**src/rtl/ram_bus_arb_pkg.sv**
```systemverilog
// Shared widths and FSM state type for the RAM bus arbiter.
package ram_bus_arb_pkg;

  localparam int unsigned ADDR_W = 16;
  localparam int unsigned DATA_W = 32;

  typedef enum logic [1:0] {
    S_IDLE,
    S_ACCESS,
    S_GAP
  } arb_state_e;

endpackage

```
**src/rtl/ram_bus_arbiter_rr_pick.sv**
```systemverilog
// Combinational round-robin picker: first set request searching upward from last_grant_i+1.
module rr_pick #(
  parameter  int unsigned NUM_REQ = 2,
  localparam int unsigned IDX_W   = $clog2(NUM_REQ)
) (
  input  logic [NUM_REQ-1:0] req_i,
  input  logic [IDX_W-1:0]   last_grant_i,
  output logic               any_o,
  output logic [IDX_W-1:0]   grant_o
);

  logic              found;
  logic [IDX_W-1:0]  pick;
  int unsigned       idx;

  always_comb begin
    found = 1'b0;
    pick  = '0;
    idx   = 0;
    for (int unsigned off = 1; off <= NUM_REQ; off++) begin
      idx = (32'(last_grant_i) + off) % NUM_REQ;
      if (!found && req_i[idx]) begin
        found = 1'b1;
        pick  = IDX_W'(idx);
      end
    end
    any_o   = found;
    grant_o = pick;
  end

endmodule

```
**src/rtl/ram_bus_arbiter.sv**
```systemverilog
// Shares one single-port RAM slave among NUM_REQ requesters: round-robin grant,
// registered cs handshake, one-cycle ack and a watchdog that aborts stuck accesses.
module ram_bus_arbiter
  import ram_bus_arb_pkg::*;
#(
  parameter  int unsigned NUM_REQ = 2,
  parameter  int unsigned TIMEOUT = 15,
  localparam int unsigned IDX_W   = $clog2(NUM_REQ)
) (
  input  logic                            clk,
  input  logic                            reset_n,
  input  logic [NUM_REQ-1:0]              req_valid,
  input  logic [NUM_REQ-1:0]              req_rw,
  input  logic [NUM_REQ-1:0][ADDR_W-1:0]  req_addr,
  input  logic [NUM_REQ-1:0][DATA_W-1:0]  req_wdata,
  output logic [NUM_REQ-1:0]              req_ack,
  output logic                            req_err,
  output logic [DATA_W-1:0]               req_rdata,
  output logic                            ram_cs,
  output logic                            ram_rw,
  output logic [ADDR_W-1:0]               ram_addr,
  output logic [DATA_W-1:0]               ram_data_in,
  input  logic                            ram_ready,
  input  logic [DATA_W-1:0]               ram_data_out
);

  localparam int unsigned WD_W = $clog2(TIMEOUT + 1);

  arb_state_e          state_q, state_d;
  logic [IDX_W-1:0]    grant_q, grant_d;
  logic [IDX_W-1:0]    last_q, last_d;
  logic [WD_W-1:0]     wd_q, wd_d;
  logic                cs_q, cs_d;
  logic                rw_q, rw_d;
  logic [ADDR_W-1:0]   addr_q, addr_d;
  logic [DATA_W-1:0]   wdata_q, wdata_d;
  logic [NUM_REQ-1:0]  ack_q, ack_d;
  logic                err_q, err_d;
  logic [DATA_W-1:0]   rdata_q, rdata_d;

  logic                pick_any;
  logic [IDX_W-1:0]    pick_idx;

  rr_pick #(
    .NUM_REQ (NUM_REQ)
  ) u_rr_pick (
    .req_i        (req_valid),
    .last_grant_i (last_q),
    .any_o        (pick_any),
    .grant_o      (pick_idx)
  );

  always_comb begin
    state_d = state_q;
    grant_d = grant_q;
    last_d  = last_q;
    wd_d    = wd_q;
    cs_d    = cs_q;
    rw_d    = rw_q;
    addr_d  = addr_q;
    wdata_d = wdata_q;
    ack_d   = '0;
    err_d   = 1'b0;
    rdata_d = '0;

    unique case (state_q)
      S_IDLE: begin
        cs_d = 1'b0;
        if (pick_any) begin
          rw_d    = req_rw[pick_idx];
          addr_d  = req_addr[pick_idx];
          wdata_d = req_wdata[pick_idx];
          cs_d    = 1'b1;
          grant_d = pick_idx;
          wd_d    = '0;
          state_d = S_ACCESS;
        end
      end
      S_ACCESS: begin
        // A ready arriving on the same edge as the watchdog expiry still completes normally.
        if (ram_ready) begin
          if (rw_q) rdata_d = ram_data_out;
          ack_d[grant_q] = 1'b1;
          cs_d    = 1'b0;
          last_d  = grant_q;
          state_d = S_GAP;
        end else if (wd_q == WD_W'(TIMEOUT)) begin
          ack_d[grant_q] = 1'b1;
          err_d   = 1'b1;
          cs_d    = 1'b0;
          last_d  = grant_q;
          state_d = S_GAP;
        end else begin
          wd_d = wd_q + WD_W'(1);
        end
      end
      S_GAP: begin
        cs_d    = 1'b0;
        state_d = S_IDLE;
      end
      default: begin
        cs_d    = 1'b0;
        state_d = S_IDLE;
      end
    endcase
  end

  always_ff @(posedge clk or negedge reset_n) begin
    if (!reset_n) begin
      state_q <= S_IDLE;
      grant_q <= '0;
      last_q  <= IDX_W'(NUM_REQ - 1);
      wd_q    <= '0;
      cs_q    <= 1'b0;
      rw_q    <= 1'b0;
      addr_q  <= '0;
      wdata_q <= '0;
      ack_q   <= '0;
      err_q   <= 1'b0;
      rdata_q <= '0;
    end else begin
      state_q <= state_d;
      grant_q <= grant_d;
      last_q  <= last_d;
      wd_q    <= wd_d;
      cs_q    <= cs_d;
      rw_q    <= rw_d;
      addr_q  <= addr_d;
      wdata_q <= wdata_d;
      ack_q   <= ack_d;
      err_q   <= err_d;
      rdata_q <= rdata_d;
    end
  end

  assign req_ack     = ack_q;
  assign req_err     = err_q;
  assign req_rdata   = rdata_q;
  assign ram_cs      = cs_q;
  assign ram_rw      = rw_q;
  assign ram_addr    = addr_q;
  assign ram_data_in = wdata_q;

endmodule

```
**config.mk**
```make
export PLATFORM = sky130hd
export DESIGN_NAME = ram_bus_arbiter
export DESIGN_NICKNAME = d
export VERILOG_FILES = /design/src/rtl/ram_bus_arb_pkg.sv /design/src/rtl/ram_bus_arbiter_rr_pick.sv /design/src/rtl/ram_bus_arbiter.sv
export SDC_FILE = /design/constraint.sdc
export NUM_CORES = 1
export LEC_CHECK = 0
export CAP_MARGIN = 0
export CORE_MARGIN = 4
export CORE_UTILIZATION = 41
export DETAILED_ROUTE_END_ITERATION = 10
export PLACE_DENSITY = 0.95
export SYNTH_ARGS = -nofsm -noshare
export SYNTH_HDL_FRONTEND = slang
export SYNTH_HIERARCHICAL = 1
export SYNTH_SLANG_ARGS = --single-unit
```
**constraint.sdc**
```tcl
create_clock -name clk -period 4.15 [get_ports clk]
set_clock_uncertainty 0.05 [all_clocks]
set_input_delay 0.6225 -clock clk [delete_from_list [all_inputs] [get_ports clk]]
set_output_delay 0.6225 -clock clk [all_outputs]
set_load 0.03 [all_outputs]
```
; ---- Yosys cells after proc, flatten, opt, wreduce, memory -nomap -nowiden
; Cells that the tools add are included.
[totals]
mem_count = 0
rom_bits = 0
output_inout_bits = 85
register_bits = 93
mem_bits_rw = 0
inputBits = 135
latch_bits = 0
word_cells = 74
[classes]
magnitude_cmp = 5
n_mul = 0
eq_ne = 6
n_addsub = 3
n_reduce_logical = 10
bitwise_logic = 0
shifts = 0
div = 0
muxes = 39
[ops]
columns = op, count
row1 = $mux 32, 5
row2 = $mux 16, 2
row3 = $mux 1, 19
row4 = $mux 2, 6
row5 = $mux 4, 3
row6 = $lt 1x2->1 const B, 4
row7 = $pmux 4 s2, 1
row8 = $ne 2x2->1 const B, 3
row9 = $reduce_and 2->1, 3
row10 = $add 4x1->4 const B, 1
row11 = $eq 4x4->1 const B, 1
row12 = $pmux 2 s2, 1
row13 = $reduce_and 4->1, 1
row14 = $reduce_bool 2->1, 2
row15 = $ne 3x3->1 const B, 1
row16 = $add 1x1->1 const B, 2
row17 = $eq 2x1->1 const B, 1
row18 = $logic_and 1x1->1, 2
row19 = $logic_not 2->1, 1
row20 = $pmux 1 s2, 1
row21 = $demux 1 s1, 1
row22 = $ge 1x1->1 const B, 1
row23 = $logic_not 1->1, 1

; ---- Logic depth before layout (Yosys ltp)
[logic_depth]
depth_word = 9
mapped_depth = 6
depth_no_buf = 4

; ---- Hierarchy
; Netlist, hierarchy kept.
[by_module_without_submodules]
columns = mod, seq_area_each_um2, instances, cells_each, area_per_inst_um2
row1 = ram_bus_arbiter, 2328.5, 1, 323, 3849.9
row2 = rr_pick, 0.0, 1, 2, 13.8

; ---- Worst setup path before layout
; No wires, ideal clock.
[synth_timing]
kind = input port to flip-flop
startpoint = input req_valid[1]
endpoint = register grant_q
slack_ps = 2463
path_buffers = 1
stages = 4
arrival_time_ps = 1512
setup_ps = 125
path_cell_list = or2_1 or3b_4 buf_6 mux2_4
[synth_via]
elab_chain_len = 7
[synth_lines]
columns = element, line_no
row1 = "start, declared", ram_bus_arbiter.sv:12  ; input logic [NUM_REQ-1:0] req_valid,
row2 = $mux 1 (not written as such) (2 in a row), ram_bus_arbiter_rr_pick.sv:22  ; if (!found && req_i[idx]) begin
row3 = $mux 1, ram_bus_arbiter_rr_pick.sv:22
row4 = $logic_not 1->1, ram_bus_arbiter_rr_pick.sv:22
row5 = $logic_and 1x1->1, ram_bus_arbiter_rr_pick.sv:22
row6 = $mux 1, ram_bus_arbiter_rr_pick.sv:22
row7 = $reduce_and 2->1 (no source line), n/a
row8 = "end signal, assigned", ram_bus_arbiter.sv:123  ; grant_q <= grant_d;
row9 = "end, declared", ram_bus_arbiter.sv:30  ; logic [IDX_W-1:0] grant_q, grant_d;
; Several ways; a longest one is shown, not always the timed one. The select of a mux whose other input is x is not followed.
; A chain may end at the register's enable or synchronous reset.

; ---- Worst setup path in the final report
[layout_timing]
startpoint = input req_valid[0]
endpoint = register addr_q[3], in the netlist ram_addr[3]
[layout_lines]
columns = element, line_no
row1 = $mux 1 (not written as such) (2 in a row), ram_bus_arbiter_rr_pick.sv:22
row2 = $mux 1, ram_bus_arbiter_rr_pick.sv:22
row3 = $logic_not 1->1, ram_bus_arbiter_rr_pick.sv:22
row4 = $logic_and 1x1->1, ram_bus_arbiter_rr_pick.sv:22
row5 = $mux 1 *, ram_bus_arbiter_rr_pick.sv:22
row6 = named net pick_any, ram_bus_arbiter.sv:41  ; logic pick_any;
row7 = $reduce_and 2->1 (no source line) *, n/a
row8 = "end signal, assigned", ram_bus_arbiter.sv:128  ; addr_q <= addr_d;
row9 = "end, declared", ram_bus_arbiter.sv:35  ; logic [ADDR_W-1:0] addr_q, addr_d;
; Mark *: on every way through the listed nets, which the timed path passes. The rest lies on a longest branch. The select of a mux whose other input is x is not followed.

==> results_dict.tcl <==
set metrics [dict create \
    multi_input_area_mm2 0.00140 \
    fillerInstances 691 \
    antenna_found_initial 0 \
    wl_met3_um 972 \
    period_share 0.598 \
    grt_max_degree 94 \
    worstPathCellList "clkdlybuf4s50_1 > or2_1 > or3b_4 > buf_4 > nand2_1 > o21ai_2" \
    status "finished, final reports clean" \
    tightest_slew_ps 1140 \
    drc_errors 0 \
    async_flop_share 1.00 \
    grt_pass1_wl_um 16400 \
    slew_viol_final 0 \
    placed_area_mm2 0.00608 \
    layout_common_cells "clkdlybuf4s50_1 (218), dfrtp_1 (92), nand2_1 (54)" \
    internal_power_uw 2300 \
    dr.pass1.iters 4 \
    fmax_mhz 403 \
    dr_total_vias 3151 \
    crit_type "primary input to flop" \
    wl_met1_um 3620 \
    finalSetupTns_ps 0 \
    hpwl_um 8140 \
    syn_inst 325 \
    start_kind "primary input" \
    clkTransAtPathRegs_ps 90 \
    yosysWarnings 6 \
    min_path_type "flop to flop" \
    viasPerCell 4.83 \
    wl_um 10400 \
    worstPathMaxFanout 85 \
    rrSetupSlack_ps 2330 \
    cp_top_family "simple AND/OR/NAND/NOR gates" \
    regArea_mm2 0.00233 \
    dieHeight_um 105 \
    wl_per_cell_um 16.0 \
    start_util 0.420 \
    drtIter0Drc 122 \
    antenna_cells 0 \
    grt_use_total 0.189 \
    switching_share 0.407 \
    combPwrFrac 0.496 \
    ant_nets 0 \
    die_x_um 105 \
    finalHoldViolations 0 \
    met2_length_um 5610 \
    cts_buffer_depth 2 \
    seqPwrFrac 0.356 \
    synth.cell_area_mm2 0.00386 \
    clkPwrFrac 0.148 \
    relSlewSlack 0.240 \
    synthDistinctLibCells 31 \
    holdBufCountCts 0 \
    power.density_mw_per_mm2 618 \
    cts-root-buf "clkbuf_8" \
    drv_cap 0 \
    critPathSlowestCell "or3b_4" \
    port_buffers 219 \
    grt_setup_unrepaired "no" \
    endpoint_kind "flop" \
    finalSetupViolCount 0 \
    finalCriticalPeriod_ps 2480 \
    layout_commonest_cell "clkdlybuf4s50_1" \
    synth_fp_nets 461 \
    syn2layout_area_growth_pct 62.3 \
    stdcell_area_mm2 0.00627 \
    first_global_vias 3320 \
    maxUsedRoutingLayer "met4" \
    slowest_delay_ps 780 \
    required_ps 4370 \
    layout.nets 673 \
    core_mm2 0.00920 \
    ys_seq_elements 93 \
    htreeDepth 3 \
    num_rows 35 \
    synthFlopType "dfrtp_1" \
    post-cts-setup-buffers 0 \
    syn_area_per_cell_um2 11.9 \
    clock_sinks 93 \
    gp_congestion 0.726 \
    cts_tree "done" \
    final_layout_size_suffix_gt1_frac 0.0720 \
    overflow 0 \
    seq_area_frac_synth 0.603 \
    ir_drop_mv 0.316 \
    crit_arrival_ps 2700 \
    insertion_delay_ps 350 \
    synth_edf_count 0 \
    cp_num_buf_inv 2 \
    cts-resized-gates 0 \
    power_uw 3880 \
    io_pins 220 \
    total_leakage_power_uw 0.00278 \
    die_area_mm2 0.0110 \
    power_switching_uw 1580 \
    cts-buffers-inserted 9 \
]
## area by class of cell
type / instances / share of cell area
multi-input combinational: 211 / 0.223
sequential: 93 / 0.371
tap: 111 / 0.0221
inverter: 1 / 0.000598
clock buffer: 12 / 0.0263
timing repair buffer: 221 / 0.351
clock inverter: 4 / 0.00479
## tightest hold or removal path: cells and delay by family (launching register included)
kind	cells	cell delay [ps]
DFF	1	350
and+or+nand+nor	1	60
AOI/OAI and AO/OA	1	50
## kinds of logic after synthesis
kind of cell             share of synthesized area
buffers and inverters                       0.0376
flip-flops                                   0.603
adder cells (fa/ha/maj)                    0.00324
AND/OR/NAND/NOR                              0.128
AO/OA/AOI/OAI                               0.0891
multiplexers                                 0.139
## flip-flops by register name (all words and copies together), names as in the netlist
signal,flops
ram_data_in,32
req_rdata,32
ram_addr,16
wd_q,4
req_ack,2
state_q,2
grant_q,1
last_q,1
ram_cs,1
ram_rw,1
req_err,1
## cell usage after synthesis, drive strengths merged, types with 2 or more instances
cell	number	share of area
nor3	2	0.0026
o21ai	51	0.077
nand3	3	0.0039
and2	32	0.052
mux2	3	0.0097
buf	13	0.030
nand2	54	0.052
clkbuf	7	0.0068
dfrtp	92	0.60
and3	2	0.0032
mux2i	50	0.13
## final timing paths
kind                                   endpoint  cells past startpoint         start
worst max-delay path                ram_addr[3]                      6  req_valid[0]
worst min-delay path                ram_addr[4]                      2   ram_addr[4]
worst max register to register  ram_data_in[18]                      4        last_q
worst min register to register      ram_addr[4]                      2   ram_addr[4]
max in group asynchronous         req_rdata[10]                      1       reset_n
min in group asynchronous       ram_data_in[16]                      1       reset_n
## power groups by stage
stage / clock network [µW] / registers (µW) / logic, µW
CTS: 597 / 1390 / 1950
finish: 574 / 1380 / 1920
global placement: 0 / 1380 / 1890
floorplan: 0 / 1930 / 615
global route: 638 / 1420 / 2050
detailed placement: 0 / 1400 / 1940
## metrics by stage
stage,utilization,hold slack (ps),setup WS [ps],cells
2_1_floorplan,-,277,2460,325
3_3_place_gp,0.661,412,1400,637
3_5_place_dp,0.661,416,1280,637
4_1_cts,0.682,439,1650,653
5_1_grt,0.682,456,1510,653
6_report,0.682,433,1670,653
## routing by layer
metal,vias to the layer above,global-route usage
met5,-,0
met4,0,0.0722
met3,20,0.0760
met2,131,0.347
met1,1479,0.189
li1,1521,-
Power figures use the tool's default switching activity.
